<file path="src/rtl/filter_test_sequencer.sv">
// filter_test_sequencer
//   Steps exp_sig_gen through a programmed sweep of delay values. Every sweep point
//   fires cfg_repeat pulses spaced max(cfg_period,4) cycles apart. After each pulse the
//   signed peak of the observed filter output is captured and reported as one record.
//
// Ports
//   i_clk, i_reset          clock (rising edge) and asynchronous active-low reset
//   i_start, i_abort        sweep request (honoured in idle only) and sweep termination
//   i_cfg_*                 period, delay first/last/step, repeat and overlay; latched at start
//   i_filter_data           observed filter output, two's complement
//   o_test_rate             one-cycle pulse trigger to exp_sig_gen
//   o_test_overlay          overlay control to exp_sig_gen
//   o_test_delay            delay control to exp_sig_gen
//   o_busy                  sweep in progress
//   o_peak_valid            one-cycle strobe qualifying o_peak_value / o_peak_delay
//   o_peak_value            signed maximum of i_filter_data over the last window
//   o_peak_delay            delay value the reported peak belongs to
//   o_done                  one-cycle strobe at normal sweep completion
module filter_test_sequencer #(
    parameter int unsigned SIZE_DELAY       = 8,
    parameter int unsigned SIZE_FILTER_DATA = 16,
    parameter int unsigned SIZE_PERIOD      = 16
) (
    input  logic                        i_clk,
    input  logic                        i_reset,
    input  logic                        i_start,
    input  logic                        i_abort,
    input  logic [SIZE_PERIOD-1:0]      i_cfg_period,
    input  logic [SIZE_DELAY-1:0]       i_cfg_delay_first,
    input  logic [SIZE_DELAY-1:0]       i_cfg_delay_last,
    input  logic [SIZE_DELAY-1:0]       i_cfg_delay_step,
    input  logic [3:0]                  i_cfg_repeat,
    input  logic                        i_cfg_overlay,
    input  logic [SIZE_FILTER_DATA-1:0] i_filter_data,
    output logic                        o_test_rate,
    output logic                        o_test_overlay,
    output logic [SIZE_DELAY-1:0]       o_test_delay,
    output logic                        o_busy,
    output logic                        o_peak_valid,
    output logic [SIZE_FILTER_DATA-1:0] o_peak_value,
    output logic [SIZE_DELAY-1:0]       o_peak_delay,
    output logic                        o_done
);

    localparam logic [SIZE_FILTER_DATA-1:0] PeakMin   = {1'b1, {(SIZE_FILTER_DATA-1){1'b0}}};
    localparam logic [SIZE_PERIOD-1:0]      PeriodMin = SIZE_PERIOD'(4);

    typedef enum logic [2:0] {StIdle, StArm, StPulse, StWait, StReport, StDone} state_t;

    state_t                      r_state, w_state;
    logic [SIZE_PERIOD-1:0]      r_period, w_period;
    logic [SIZE_DELAY-1:0]       r_last, w_last;
    logic [SIZE_DELAY-1:0]       r_first, w_first;
    logic [SIZE_DELAY-1:0]       r_step, w_step;
    logic [3:0]                  r_repeat, w_repeat;
    logic                        r_overlay, w_overlay;
    logic [SIZE_DELAY-1:0]       r_delay, w_delay;
    logic [3:0]                  r_rep_cnt, w_rep_cnt;
    logic [SIZE_PERIOD-1:0]      r_cnt, w_cnt;
    logic [SIZE_FILTER_DATA-1:0] r_peak, w_peak;

    // Registered outputs, decoded from the next state so they line up with the state.
    logic                        r_test_rate, r_test_overlay, r_busy, r_peak_valid, r_done;
    logic [SIZE_DELAY-1:0]       r_test_delay, r_peak_delay;
    logic [SIZE_FILTER_DATA-1:0] r_peak_value;
    logic                        w_busy;
    logic [SIZE_FILTER_DATA-1:0] w_peak_value;
    logic [SIZE_DELAY-1:0]       w_peak_delay;

    logic [SIZE_FILTER_DATA-1:0] w_peak_upd;
    logic [SIZE_DELAY:0]         w_next_delay;
    logic                        w_sweep_end;
    logic [3:0]                  w_rep_load;

    assign w_peak_upd   = ($signed(i_filter_data) > $signed(r_peak)) ? i_filter_data : r_peak;
    // One extra bit so that a step past the top of the delay range ends the sweep
    // instead of wrapping back to a small delay.
    assign w_next_delay = {1'b0, r_delay} + {1'b0, r_step};
    assign w_sweep_end  = (r_step == '0) || (w_next_delay > {1'b0, r_last});
    assign w_rep_load   = (r_repeat == 4'd0) ? 4'd0 : r_repeat - 4'd1;

    always_comb begin
        w_state   = r_state;
        w_period  = r_period;
        w_first   = r_first;
        w_last    = r_last;
        w_step    = r_step;
        w_repeat  = r_repeat;
        w_overlay = r_overlay;
        w_delay   = r_delay;
        w_rep_cnt = r_rep_cnt;
        w_cnt     = r_cnt;
        w_peak    = r_peak;

        unique case (r_state)
            StIdle: begin
                if (i_start && !i_abort) begin
                    w_period  = (i_cfg_period < PeriodMin) ? PeriodMin : i_cfg_period;
                    w_first   = i_cfg_delay_first;
                    w_last    = i_cfg_delay_last;
                    w_step    = i_cfg_delay_step;
                    w_repeat  = i_cfg_repeat;
                    w_overlay = i_cfg_overlay;
                    // Early load so o_test_delay is already valid during ARM.
                    w_delay   = i_cfg_delay_first;
                    w_state   = StArm;
                end
            end
            StArm: begin
                w_delay   = r_first;
                w_rep_cnt = w_rep_load;
                w_state   = StPulse;
            end
            StPulse: begin
                w_peak  = PeakMin;
                // PULSE + (period-2) WAIT + REPORT gives exactly one period per pulse.
                w_cnt   = r_period - SIZE_PERIOD'(3);
                w_state = StWait;
            end
            StWait: begin
                w_peak = w_peak_upd;
                if (r_cnt == '0) begin
                    w_state = StReport;
                end else begin
                    w_cnt = r_cnt - SIZE_PERIOD'(1);
                end
            end
            StReport: begin
                if (r_rep_cnt != 4'd0) begin
                    w_rep_cnt = r_rep_cnt - 4'd1;
                    w_state   = StPulse;
                end else if (w_sweep_end) begin
                    w_state = StDone;
                end else begin
                    w_delay   = w_next_delay[SIZE_DELAY-1:0];
                    w_rep_cnt = w_rep_load;
                    w_state   = StPulse;
                end
            end
            StDone: begin
                w_state = StIdle;
            end
            default: begin
                w_state = StIdle;
            end
        endcase

        if (i_abort && (r_state != StIdle)) begin
            w_state = StIdle;
        end

        w_busy = (w_state != StIdle);
        // The REPORT cycle shows the peak including the last WAIT sample.
        w_peak_value = (w_state == StReport) ? w_peak_upd : r_peak_value;
        w_peak_delay = (w_state == StReport) ? r_delay    : r_peak_delay;
    end

    always_ff @(posedge i_clk or negedge i_reset) begin
        if (!i_reset) begin
            r_state        <= StIdle;
            r_period       <= '0;
            r_first        <= '0;
            r_last         <= '0;
            r_step         <= '0;
            r_repeat       <= '0;
            r_overlay      <= 1'b0;
            r_delay        <= '0;
            r_rep_cnt      <= '0;
            r_cnt          <= '0;
            r_peak         <= '0;
            r_test_rate    <= 1'b0;
            r_test_overlay <= 1'b0;
            r_test_delay   <= '0;
            r_busy         <= 1'b0;
            r_peak_valid   <= 1'b0;
            r_peak_value   <= '0;
            r_peak_delay   <= '0;
            r_done         <= 1'b0;
        end else begin
            r_state        <= w_state;
            r_period       <= w_period;
            r_first        <= w_first;
            r_last         <= w_last;
            r_step         <= w_step;
            r_repeat       <= w_repeat;
            r_overlay      <= w_overlay;
            r_delay        <= w_delay;
            r_rep_cnt      <= w_rep_cnt;
            r_cnt          <= w_cnt;
            r_peak         <= w_peak;
            r_test_rate    <= (w_state == StPulse);
            r_test_overlay <= w_busy ? w_overlay : 1'b0;
            r_test_delay   <= w_busy ? w_delay : '0;
            r_busy         <= w_busy;
            r_peak_valid   <= (w_state == StReport);
            r_peak_value   <= w_peak_value;
            r_peak_delay   <= w_peak_delay;
            r_done         <= (w_state == StDone);
        end
    end

    assign o_test_rate    = r_test_rate;
    assign o_test_overlay = r_test_overlay;
    assign o_test_delay   = r_test_delay;
    assign o_busy         = r_busy;
    assign o_peak_valid   = r_peak_valid;
    assign o_peak_value   = r_peak_value;
    assign o_peak_delay   = r_peak_delay;
    assign o_done         = r_done;

endmodule

</file>
<file path="config.mk">
export PLATFORM = sky130hd
export DESIGN_NAME = filter_test_sequencer
export DESIGN_NICKNAME = d
export VERILOG_FILES = /design/src/rtl/filter_test_sequencer.sv
export SDC_FILE = /design/constraint.sdc
export NUM_CORES = 1
export LEC_CHECK = 0
export ABC_AREA = 0
export BUFFER_PORTS_ARGS = -buffer_cell sky130_fd_sc_hd__buf_2
export CAP_MARGIN = 30
export CORE_MARGIN = 2
export CORE_UTILIZATION = 53
export CTS_CLUSTER_DIAMETER = 100
export DETAILED_ROUTE_END_ITERATION = 10
export PLACE_DENSITY = 0.77
export SLEW_MARGIN = 40
export SYNTH_ARGS = -nofsm -noshare
export SYNTH_HDL_FRONTEND = slang
export SYNTH_SLANG_ARGS = --single-unit
</file>
<file path="constraint.sdc">
create_clock -name i_clk -period 3.5 [get_ports i_clk]
set_input_delay 0.525 -clock i_clk [delete_from_list [all_inputs] [get_ports i_clk]]
set_output_delay 0.525 -clock i_clk [all_outputs]
set_load 0.05 [all_outputs]
</file>
==> impl_metrics.csv <==
group,metric,value,unit
setup_path,slowest_stage,"or3_4",
synthesis,synth_seq_cells,129,
floorplanning,die_h,122,µm
global_routing,grt_max_degree,100,
routing,wl_per_cell,16.5,µm
routing,drt_iter0_drc,588,
setup_path,cp-start-kind,"register",
sta,finalHoldViolations,0,
routing,routed_wl,19.1,mm
synthesis,synth-simple-area-share,0.219,
cts,cts_buffers,17,
global_routing,grt-ovfl-total,0,
synthesis,seq_area_frac_synth,0.436,
cts,clockRootBuffer,"clkbuf_16",
global_routing,grt_pass1_vias,6487,
setup_path,crit_arrival,3890,ps
synthesis,yosysMostFrequentCell,"nand2_1",
run_status,run_status,"finished, violations left",
cts,htree_levels,4,
floorplanning,fp.dieW,122,µm
sta,skew,9.24,ps
cts,cts.clk_slew.worst_paths,60,ps
synthesis,synth_top_family_by_area,"simple AND/OR/NAND/NOR gates",
final_layout,diodes,0,
synthesis,synth_cell_type_count,72,
sta,relSlewSlack,0.499,
cts,cts_tree,"built",
floorplanning,rows,43,
final_layout,fillCellCount,1165,
setup_path,crit_top_cell,"o31a_1",
flow_run,drv_cap,0,
synthesis,synth_top_area_cell,"dfrtp_1",
sta,maxSlewViolCount,0,
run_status,violations,"negative setup slack",
setup_path,worstSetupPathType,"reg -> reg",
cts,cts.sinks,129,
synthesis,synth_fa_ha_area_frac,0.0618,
power_and_ir_drop,peakVddDrop,0.500,mV
power_and_ir_drop,clkPwrFrac,0.218,
global_routing,grt_first_pass_wirelength,30.9,mm
routing,via_count,6876,
synthesis,syn-cell-area,7410,µm²
cts,insertion_delay,430,ps
place,port_buffers,101,
synthesis,synthMuxAreaShare,0.0162,
synthesis,synth_fp_nets,951,
power_and_ir_drop,leakage,4.27,nW
power_and_ir_drop,powerDensity,964,nW/µm²
final_layout,nets,1064,
sta,finalSetupViolCount,10,
sta,tightest_slew,751,ps
synthesis,synth_xor_area_frac,0.0154,
setup_path,cp-end-kind,"register",
floorplanning,start_util,0.538,
routing,drc,0,
sta,period_minus_slack,3590,ps
place,gp_congestion,0.925,
power_and_ir_drop,p_seq_frac,0.288,
sta,post-route-period-util,1.02,
power_and_ir_drop,power.total,8.69,mW
global_routing,grt_usage,0.264,
synthesis,async_flop_share,1.00,
routing,ant_nets,0,
min_path,hold_class,"in -> async",
power_and_ir_drop,power.switching,3.73,mW
setup_path,worst-path-buf-inv,1,
setup_path,path_delay_family,"compound AO/OA/AOI/OAI gates",
synthesis,synth_compound_gate_area_share,0.205,
synthesis,synth_flop_cell,"dfrtp_1",
synthesis,synthTopCellsByCount,"nand2_1, dfrtp_1, o21ai_0",
power_and_ir_drop,combPwrFrac,0.494,
synthesis,synth.top_cell.area_share,0.436,
floorplanning,coreArea,13800,µm²
final_layout,drive_above_1_share,0.227,
cts,hold_buffers,0,
synthesis,synth_area_leaders,"dfrtp_1, nand2_1, ha_1",
routing,dr.pass1.iters,5,
setup_path,crit_chain,"ha_2 -> inv_2 -> fa_2 -> nor2b_4 -> o31a_1 -> o21a_1 -> o21ai_2 -> o31a_1 -> ha_4 -> a211oi_2 -> o21ai_2 -> o31a_1 -> or3_4 -> o41ai_4 -> a21oi_1",
cts,clockBufferDepth,2,
final_layout,area_growth,21.6,%
synthesis,synth_edf_count,0,
synthesis,syn_avg_cell_area,8.72,µm²
synthesis,yosys_warnings,0,
floorplanning,dieArea,14900,µm²
setup_path,crit_fanout,6,
place,place_ws,-55.0,ps
power_and_ir_drop,p_sw_frac,0.429,
setup_path,crit_required,3800,ps
place,dp_hpwl,13.6,mm
sta,worst_slack,-86.4,ps
global_routing,antenna_found_initial,0,
setup_path,slowest_delay,430,ps
power_and_ir_drop,intPower,4.96,mW
routing,viasPerCell,5.95,
sta,fmax,279,MHz
sta,rsz0062_at_grt,"true",
floorplanning,num_io_pins,102,
synthesis,syn_inst,850,
## power by group through the flow
stage               combinational (mW)  sequential [mW]  clock (mW)
finish                            4.29             2.51        1.89
global route                      4.75             2.58        1.99
CTS                               4.00             2.49        1.91
detailed placement                3.91             2.52           0
global placement                  3.84             2.50           0
floorplan                         2.66             2.60           0
## cell type report
class | instances | area, µm² | share of cell area
clock buffer | 17 | 425 | 0.0472
timing repair buffer | 141 | 820 | 0.0909
sequential | 129 | 3230 | 0.358
clock inverter | 15 | 205 | 0.0228
multi-input combinational | 634 | 3960 | 0.439
inverter | 40 | 150 | 0.0167
tap | 180 | 225 | 0.0250
## state kept, by name, summed over array words and instances, names as in the netlist
register	count
r_period	16
r_overlay	1
o_peak_delay	8
o_test_rate	1
r_step	8
r_repeat	4
r_rep_cnt	4
r_state	3
r_delay	8
r_first	8
o_peak_valid	1
o_done	1
o_test_delay	8
r_peak	16
o_test_overlay	1
r_cnt	16
r_last	8
o_busy	1
o_peak_value	16
## cells by family after synthesis
logic type                 Yosys count
AOI/OAI and AO/OA                  227
xor gates and xnor gates            13
adders and majority gates           36
buffers and inverters               87
DFF                                129
muxes                               11
and+or+nand+nor                    347
## repair_timing
item | 4_1_cts | 5_1_grt
cloned | 0 | 0
hold endpoints to repair | 0 | 0
endpoints found under the setup margin | 6 | 22
pin swaps | 1 | 13
gates resized for setup | 2 | 24
setup buffers | 0 | 2
## worst paths after layout
path / to / slack [ps] / depth (start not counted) / from
worst max-delay path: o_test_delay[2]$_DFF_PN0_ / -90 / 15 / r_delay[0]$_DFF_PN0_
worst min-delay path: r_cnt[4]$_DFFE_PN0P_ / 90 / 1 / i_reset
worst max register to register: o_test_delay[2]$_DFF_PN0_ / -90 / 15 / r_delay[0]$_DFF_PN0_
worst min register to register: r_first[5]$_DFFE_PN0P_ / 480 / 2 / r_first[5]$_DFFE_PN0P_
max in group asynchronous: r_first[2]$_DFFE_PN0P_ / 2640 / 2 / i_reset
min in group i_clk: r_repeat[2]$_DFFE_PN0P_ / 280 / 3 / i_cfg_repeat[2]
## routing by layer
layer / track usage / vias to the layer above / share of wire
li1: - / 3302 / -
met1: 0.341 / 3316 / 0.43
met2: 0.434 / 223 / 0.50
met3: 0.0544 / 35 / 0.052
met4: 0.106 / 0 / 0.023
met5: 0 / - / 0
## worst register-to-register path, stage by stage (launching register included)
cell and delay, ps:
dfrtp_1 390, ha_2 190, inv_2 60, fa_2 230, nor2b_4 50, o31a_1 260, o21a_1 210, o21ai_2 140
o31a_1 190, ha_4 220, a211oi_2 200, o21ai_2 100, o31a_1 370, or3_4 430, o41ai_4 320, a21oi_1 110
## per-stage QoR
step | hold slack [ps] | utilization | cell area [µm²] | setup TNS (ps) | cells
after detailed placement | 462 | 0.599 | 8250 | -131 | 1122
final | 85.8 | 0.654 | 9010 | -504 | 1156
after global placement | 451 | 0.598 | 8240 | 0 | 1122
after global routing | 175 | 0.654 | 9010 | -2980 | 1156
after CTS | 156 | 0.646 | 8900 | -74.5 | 1154
after floorplan | 229 | - | 7420 | -103 | 850
## placed cells by master, fill, tap and decap left out, types with 6 or more instances in the layout
master | synthesis | layout
and3_1 | 7 | 7
a211oi_1 | 11 | 7
nor2_1 | 49 | 49
o22ai_1 | 13 | 13
nand4_1 | 10 | 10
mux2_2 | 8 | 8
o211ai_1 | 7 | 7
a31oi_1 | 24 | 23
a21oi_1 | 37 | 32
buf_2 | 9 | 100
o21ai_0 | 66 | 61
inv_1 | 40 | 39
o21a_1 | 9 | 9
nor3_1 | 19 | 18
xnor2_1 | 8 | 8
o31a_1 | 6 | 6
ha_1 | 35 | 33
nor4_1 | 10 | 9
nand2_1 | 164 | 163
buf_4 | 1 | 39
clkbuf_16 | 0 | 17
dfrtp_1 | 129 | 129
nand3_1 | 47 | 47
nand2b_1 | 7 | 7
Power figures use the tool's default switching activity.
